`src/rtl/seq_cmp_pkg.sv`:
```
// Shared definitions for the sequential magnitude comparators: FSM states,
// result encodings and the chunk-count / cycle-counter width derivation.
package seq_cmp_pkg;

    typedef enum logic [1:0] {
        IDLE = 2'd0,
        SCAN = 2'd1,
        DONE = 2'd2
    } state_t;

    // Result vector ordering is {greater, equal, less}
    localparam logic [2:0] RES_NONE = 3'b000;
    localparam logic [2:0] RES_LT   = 3'b001;
    localparam logic [2:0] RES_EQ   = 3'b010;
    localparam logic [2:0] RES_GT   = 3'b100;

    function automatic int calc_nchunk(input int width, input int digit);
        return width / digit;
    endfunction

    // Wide enough to hold the full chunk count itself, not just NCHUNK-1
    function automatic int calc_cw(input int width, input int digit);
        return $clog2(width / digit) + 1;
    endfunction

endpackage

```
`src/rtl/seq_mag_compare_cmp_digit.sv`:
```
// Combinational unsigned compare of one DIGIT-wide slice of each operand.
module cmp_digit #(
    parameter int DIGIT = 4
) (
    input  logic [DIGIT-1:0] a_dig,
    input  logic [DIGIT-1:0] b_dig,
    output logic             gt,
    output logic             eq
);

    assign gt = (a_dig > b_dig);
    assign eq = (a_dig == b_dig);

endmodule

```
`src/rtl/seq_mag_compare.sv`:
```
// Multi-cycle magnitude comparator, MSB digit first with early exit on the first
// differing digit. Define SEQ_MAG_COMPARE_SIGNED_EN to add two's complement mode.
module seq_mag_compare
    import seq_cmp_pkg::*;
#(
    parameter int WIDTH = 16,
    parameter int DIGIT = 4,
    parameter int CW    = seq_cmp_pkg::calc_cw(WIDTH, DIGIT)
) (
    input  logic             clk,
    input  logic             rst,
`ifdef SEQ_MAG_COMPARE_SIGNED_EN
    input  logic             signed_mode,
`endif
    input  logic             in_valid,
    output logic             in_ready,
    input  logic [WIDTH-1:0] a,
    input  logic [WIDTH-1:0] b,
    output logic             out_valid,
    input  logic             out_ready,
    output logic             greater,
    output logic             equal,
    output logic             less,
    output logic [CW-1:0]    cmp_cycles
);

    localparam int NCHUNK = calc_nchunk(WIDTH, DIGIT);
    localparam logic [CW-1:0] LAST_CNT = CW'(NCHUNK - 1);

    generate
        if ((DIGIT < 1) || (DIGIT > WIDTH) || ((WIDTH % DIGIT) != 0)) begin : g_bad_cfg
            $error("seq_mag_compare: WIDTH must be a non-zero multiple of DIGIT");
        end
    endgenerate

    state_t           state_r;
    logic [WIDTH-1:0] a_sh_r;
    logic [WIDTH-1:0] b_sh_r;
    logic [CW-1:0]    cnt_r;
    logic             in_ready_r;
    logic             out_valid_r;
    logic [2:0]       result_r;
    logic [CW-1:0]    cycles_r;

    logic [WIDTH-1:0] a_load_s;
    logic [WIDTH-1:0] b_load_s;
    logic             dig_gt_s;
    logic             dig_eq_s;
    logic             last_s;
    logic [2:0]       res_s;

    cmp_digit #(
        .DIGIT (DIGIT)
    ) u_cmp_digit (
        .a_dig (a_sh_r[WIDTH-1 -: DIGIT]),
        .b_dig (b_sh_r[WIDTH-1 -: DIGIT]),
        .gt    (dig_gt_s),
        .eq    (dig_eq_s)
    );

`ifdef SEQ_MAG_COMPARE_SIGNED_EN
    localparam logic [WIDTH-1:0] MSB_MASK = WIDTH'(1'b1) << (WIDTH - 1);

    // Operand conditioning: flipping both sign bits maps two's complement onto unsigned order
    always_comb begin
        a_load_s = a;
        b_load_s = b;
        if (signed_mode) begin
            a_load_s = a ^ MSB_MASK;
            b_load_s = b ^ MSB_MASK;
        end else begin
            a_load_s = a;
            b_load_s = b;
        end
    end
`else
    // Operand conditioning: unsigned only, operands load unchanged
    always_comb begin
        a_load_s = a;
        b_load_s = b;
    end
`endif

    // Per-digit decision for the current SCAN cycle
    always_comb begin
        res_s  = RES_NONE;
        last_s = (cnt_r == LAST_CNT);
        if (!dig_eq_s) begin
            res_s = dig_gt_s ? RES_GT : RES_LT;
        end else begin
            res_s = RES_EQ;
        end
    end

    // Control FSM, shift datapath and registered handshake/result outputs
    always_ff @(posedge clk or posedge rst) begin
        if (rst) begin
            state_r     <= IDLE;
            a_sh_r      <= {WIDTH{1'b0}};
            b_sh_r      <= {WIDTH{1'b0}};
            cnt_r       <= {CW{1'b0}};
            in_ready_r  <= 1'b1;
            out_valid_r <= 1'b0;
            result_r    <= RES_NONE;
            cycles_r    <= {CW{1'b0}};
        end else begin
            case (state_r)
                IDLE: begin
                    in_ready_r  <= 1'b1;
                    out_valid_r <= 1'b0;
                    if (in_valid && in_ready_r) begin
                        a_sh_r     <= a_load_s;
                        b_sh_r     <= b_load_s;
                        cnt_r      <= {CW{1'b0}};
                        in_ready_r <= 1'b0;
                        state_r    <= SCAN;
                    end
                end
                SCAN: begin
                    if (!dig_eq_s || last_s) begin
                        result_r <= res_s;
                        cycles_r <= cnt_r + CW'(1);
                        state_r  <= DONE;
                    end else begin
                        a_sh_r <= a_sh_r << DIGIT;
                        b_sh_r <= b_sh_r << DIGIT;
                        cnt_r  <= cnt_r + CW'(1);
                    end
                end
                DONE: begin
                    // First DONE cycle only publishes; the handshake starts once valid is up
                    if (!out_valid_r) begin
                        out_valid_r <= 1'b1;
                    end else if (out_ready) begin
                        out_valid_r <= 1'b0;
                        in_ready_r  <= 1'b1;
                        state_r     <= IDLE;
                    end
                end
                default: begin
                    state_r     <= IDLE;
                    in_ready_r  <= 1'b1;
                    out_valid_r <= 1'b0;
                end
            endcase
        end
    end

    assign in_ready                 = in_ready_r;
    assign out_valid                = out_valid_r;
    assign {greater, equal, less}   = result_r;
    assign cmp_cycles               = cycles_r;

endmodule
```
`config.mk`:
```
export PLATFORM = sky130hd
export DESIGN_NAME = seq_mag_compare
export DESIGN_NICKNAME = d
export VERILOG_FILES = /design/src/rtl/seq_cmp_pkg.sv /design/src/rtl/seq_mag_compare_cmp_digit.sv /design/src/rtl/seq_mag_compare.sv
export SDC_FILE = /design/constraint.sdc
export NUM_CORES = 1
export LEC_CHECK = 0
export ABC_AREA = 1
export CORE_UTILIZATION = 45
export CTS_CLUSTER_SIZE = 24
export DETAILED_ROUTE_END_ITERATION = 6
export PLACE_DENSITY_LB_ADDON = 0.12
export SLEW_MARGIN = 20
export SYNTH_ARGS = -nofsm -noshare
export SYNTH_HDL_FRONTEND = slang
export SYNTH_SLANG_ARGS = --single-unit
```
`constraint.sdc`:
```
create_clock -name clk -period 4.5 [get_ports clk]
set_clock_uncertainty 0.15 [all_clocks]
set_input_delay 0.9 -clock clk [delete_from_list [all_inputs] [get_ports clk]]
set_output_delay 0.9 -clock clk [all_outputs]
set_load 0.01 [all_outputs]
```
==> results.json <==
{
  "rsz0062_at_grt": "false",
  "hold_buffers": 0,
  "num_rows": 25,
  "setup_viol": 0,
  "top_usage_layer": "met2",
  "endpoint_kind": "flip-flop",
  "yosysTopAreaCellShare": 0.492,
  "cts_root_buffer": "clkbuf_8",
  "gp_congestion": 0.708,
  "gr-usage-met3": 0.0417,
  "fmax_mhz": 373,
  "wl_per_cell_um": 11.5,
  "fillers": 483,
  "drtPass1Iterations": 4,
  "grt_use_met2": 0.313,
  "clockBufferDepth": 2,
  "worst-setup-path-type": "primary input to flip-flop",
  "grt_util_met1": 0.269,
  "port_buffers": 43,
  "nets": 374,
  "status": "completed",
  "syn_avg_cell_area_sq_um": 7.58,
  "worstMarginPinSlew_ns": 0.930,
  "viasPerCell": 4.68,
  "dr_total_vias": 1873,
  "area_delta_synth_final_pct": 23.8,
  "critPathArrivalTime_ns": 2.76,
  "ys_types": 19,
  "synth_nets": 337,
  "first_iter_violations": 76,
  "max_cap_violations": 0,
  "clock-sinks": 45,
  "synthTopCellsByArea": "dfrtp_1 (49%), nand2_1 (27%), nand3_1 (8.3%)",
  "min_path_type": "flip-flop to flip-flop",
  "clkTransAtPathRegs_ns": 0.08,
  "hold_violations": 0,
  "netlist_area_sq_um": 2240,
  "finalWirelength_mm": 4.60,
  "post_cts_buffers": 0,
  "period_share": 0.596,
  "insertion_delay_ns": 0.29,
  "tns_ns": 0,
  "dieHeight_um": 72.5,
  "power_density_nw_per_um2": 589,
  "antenna_cells": 0,
  "yosysWarnings": 0,
  "utilization": 0.582,
  "synth_top_cell_by_area": "dfrtp_1",
  "relSlewSlack": 0.379,
  "antenna_left": 0,
  "synth_cells": 295,
  "critPathRequiredTime_ns": 4.58,
  "design_area_sq_um": 2770,
  "cts_resized": 0,
  "placed_area_sq_um": 2680,
  "route.detailed.drc": 0,
  "yosysSeqAreaShare": 0.504,
  "maxSlewViolCount": 0,
  "initial_core_util": 0.470,
  "core_sq_um": 4750,
  "synth_seq_cells": 45,
  "cp_max_fo": 37,
  "ir_drop_mv": 0.362,
  "fin_crit_ns": 2.68,
  "io_pins": 44,
  "grt_pass1_vias": 1730,
  "leakage_nw": 1.45,
  "htreeDepth": 2,
  "gr-total-overflow": 0,
  "grt_use_total": 0.196,
  "layout-drive-gt1-share": 0.0420,
  "antenna_found_initial": 0,
  "worst_setup_path_start_kind": "primary input",
  "grt_first_pass_wirelength_mm": 7.95,
  "die_w_um": 72.5,
  "grt_max_degree": 46,
  "cts_buffers": 5,
  "cts_tree": "built",
  "dieArea_sq_um": 5250,
  "hpwl_mm": 2.92
}
==> critical path: stages <==
cell	delay, ns
clkdlybuf4s50_1	0.48
nand3_2	0.61
nand2_4	0.57
nand2_1	0.12
nand2_1	0.08
==> report_power, final <==
group | total, mW | leakage (nW) | internal, mW | switching, mW
clock | 0.256 | 0.0455 | 0.125 | 0.130
combinational | 0.695 | 0.842 | 0.268 | 0.427
sequential | 0.678 | 0.566 | 0.584 | 0.0936
==> cell usage in the layout (no fill, tap or decap), drive strengths merged <==
| master | count |
|---|---|
| nand2 | 162 |
| dfrtp | 44 |
| clkdlybuf4s50 | 43 |
| nand3 | 39 |
| inv | 13 |
| nor2 | 8 |
| clkbuf | 8 |
| ha | 6 |
| o21ai | 3 |
| a21oi | 3 |
| clkinv | 1 |
| o21bai | 1 |
| dfstp | 1 |
| buf | 1 |
==> worst paths after layout <==
| check | from | endpoint | slack, ns | cells past startpoint |
|---|---|---|---|---|
| setup reg to reg | state_r[1]$_DFFE_PP0P_ | a_sh_r[4]$_DFFE_PP0P_ | 2.14 | 5 |
| setup / recovery | in_valid | a_sh_r[4]$_DFFE_PP0P_ | 1.82 | 5 |
| max in group asynchronous | rst | b_sh_r[0]$_DFFE_PP0P_ | 2.62 | 2 |
| min in group asynchronous | rst | result_r[2]$_DFFE_PP0P_ | 0.98 | 2 |
| hold reg to reg | result_r[0]$_DFFE_PP0P_ | result_r[0]$_DFFE_PP0P_ | 0.33 | 2 |
| hold / removal | result_r[0]$_DFFE_PP0P_ | result_r[0]$_DFFE_PP0P_ | 0.33 | 2 |
==> area by class of cell <==
type / instances / area [sq um] / share of cell area
multi-input combinational: 222 / 976 / 0.353
sequential: 45 / 1130 / 0.407
tap: 67 / 83.8 / 0.0303
timing repair buffer: 44 / 438 / 0.158
clock buffer: 8 / 90.1 / 0.0325
inverter: 14 / 52.6 / 0.0190
==> state kept, by name, summed over array words and instances, names as in the netlist <==
name,cells
state_r,2
cnt_r,3
result_r,3
cmp_cycles,3
in_ready,1
out_valid,1
b_sh_r,16
a_sh_r,16
==> cell families (layout without fill, tap and decap cells) <==
group / Yosys count / after routing / synth area share
adder cells (fa/ha/maj): 6 / 6 / 0.0336
flip-flops: 45 / 45 / 0.504
AO/OA/AOI/OAI: 7 / 7 / 0.0168
buffers and inverters: 28 / 66 / 0.0593
AND/OR/NAND/NOR: 209 / 209 / 0.386
==> layer usage <==
metal	vias to the layer above	share of wire
li1	985	-
met1	842	0.49
met2	44	0.47
met3	2	0.038
met4	0	0.0059
met5	-	0
==> cell usage after synthesis <==
master	instances
a21oi_1	3
nor2_2	2
nand2_1	161
buf_6	2
buf_2	7
nand3_4	1
nand2_4	1
buf_4	1
o21ai_0	3
dfstp_2	1
nor2_1	6
o21bai_1	1
clkbuf_1	4
ha_1	6
dfrtp_1	44
inv_1	13
nand3_2	1
clkinv_1	1
nand3_1	37
==> per-stage QoR <==
stage | total power, mW | std cells | setup slack (ns) | hold WS (ns)
after global routing | 1.79 | 400 | 1.72 | 0.361
after detailed placement | 1.39 | 392 | 1.53 | 0.315
final | 1.63 | 400 | 1.82 | 0.334
after CTS | 1.65 | 400 | 1.85 | 0.338
after global placement | 1.37 | 392 | 1.53 | 0.312
after floorplan | 1.21 | 295 | 2.39 | 0.319
Power figures use the tool's default switching activity.
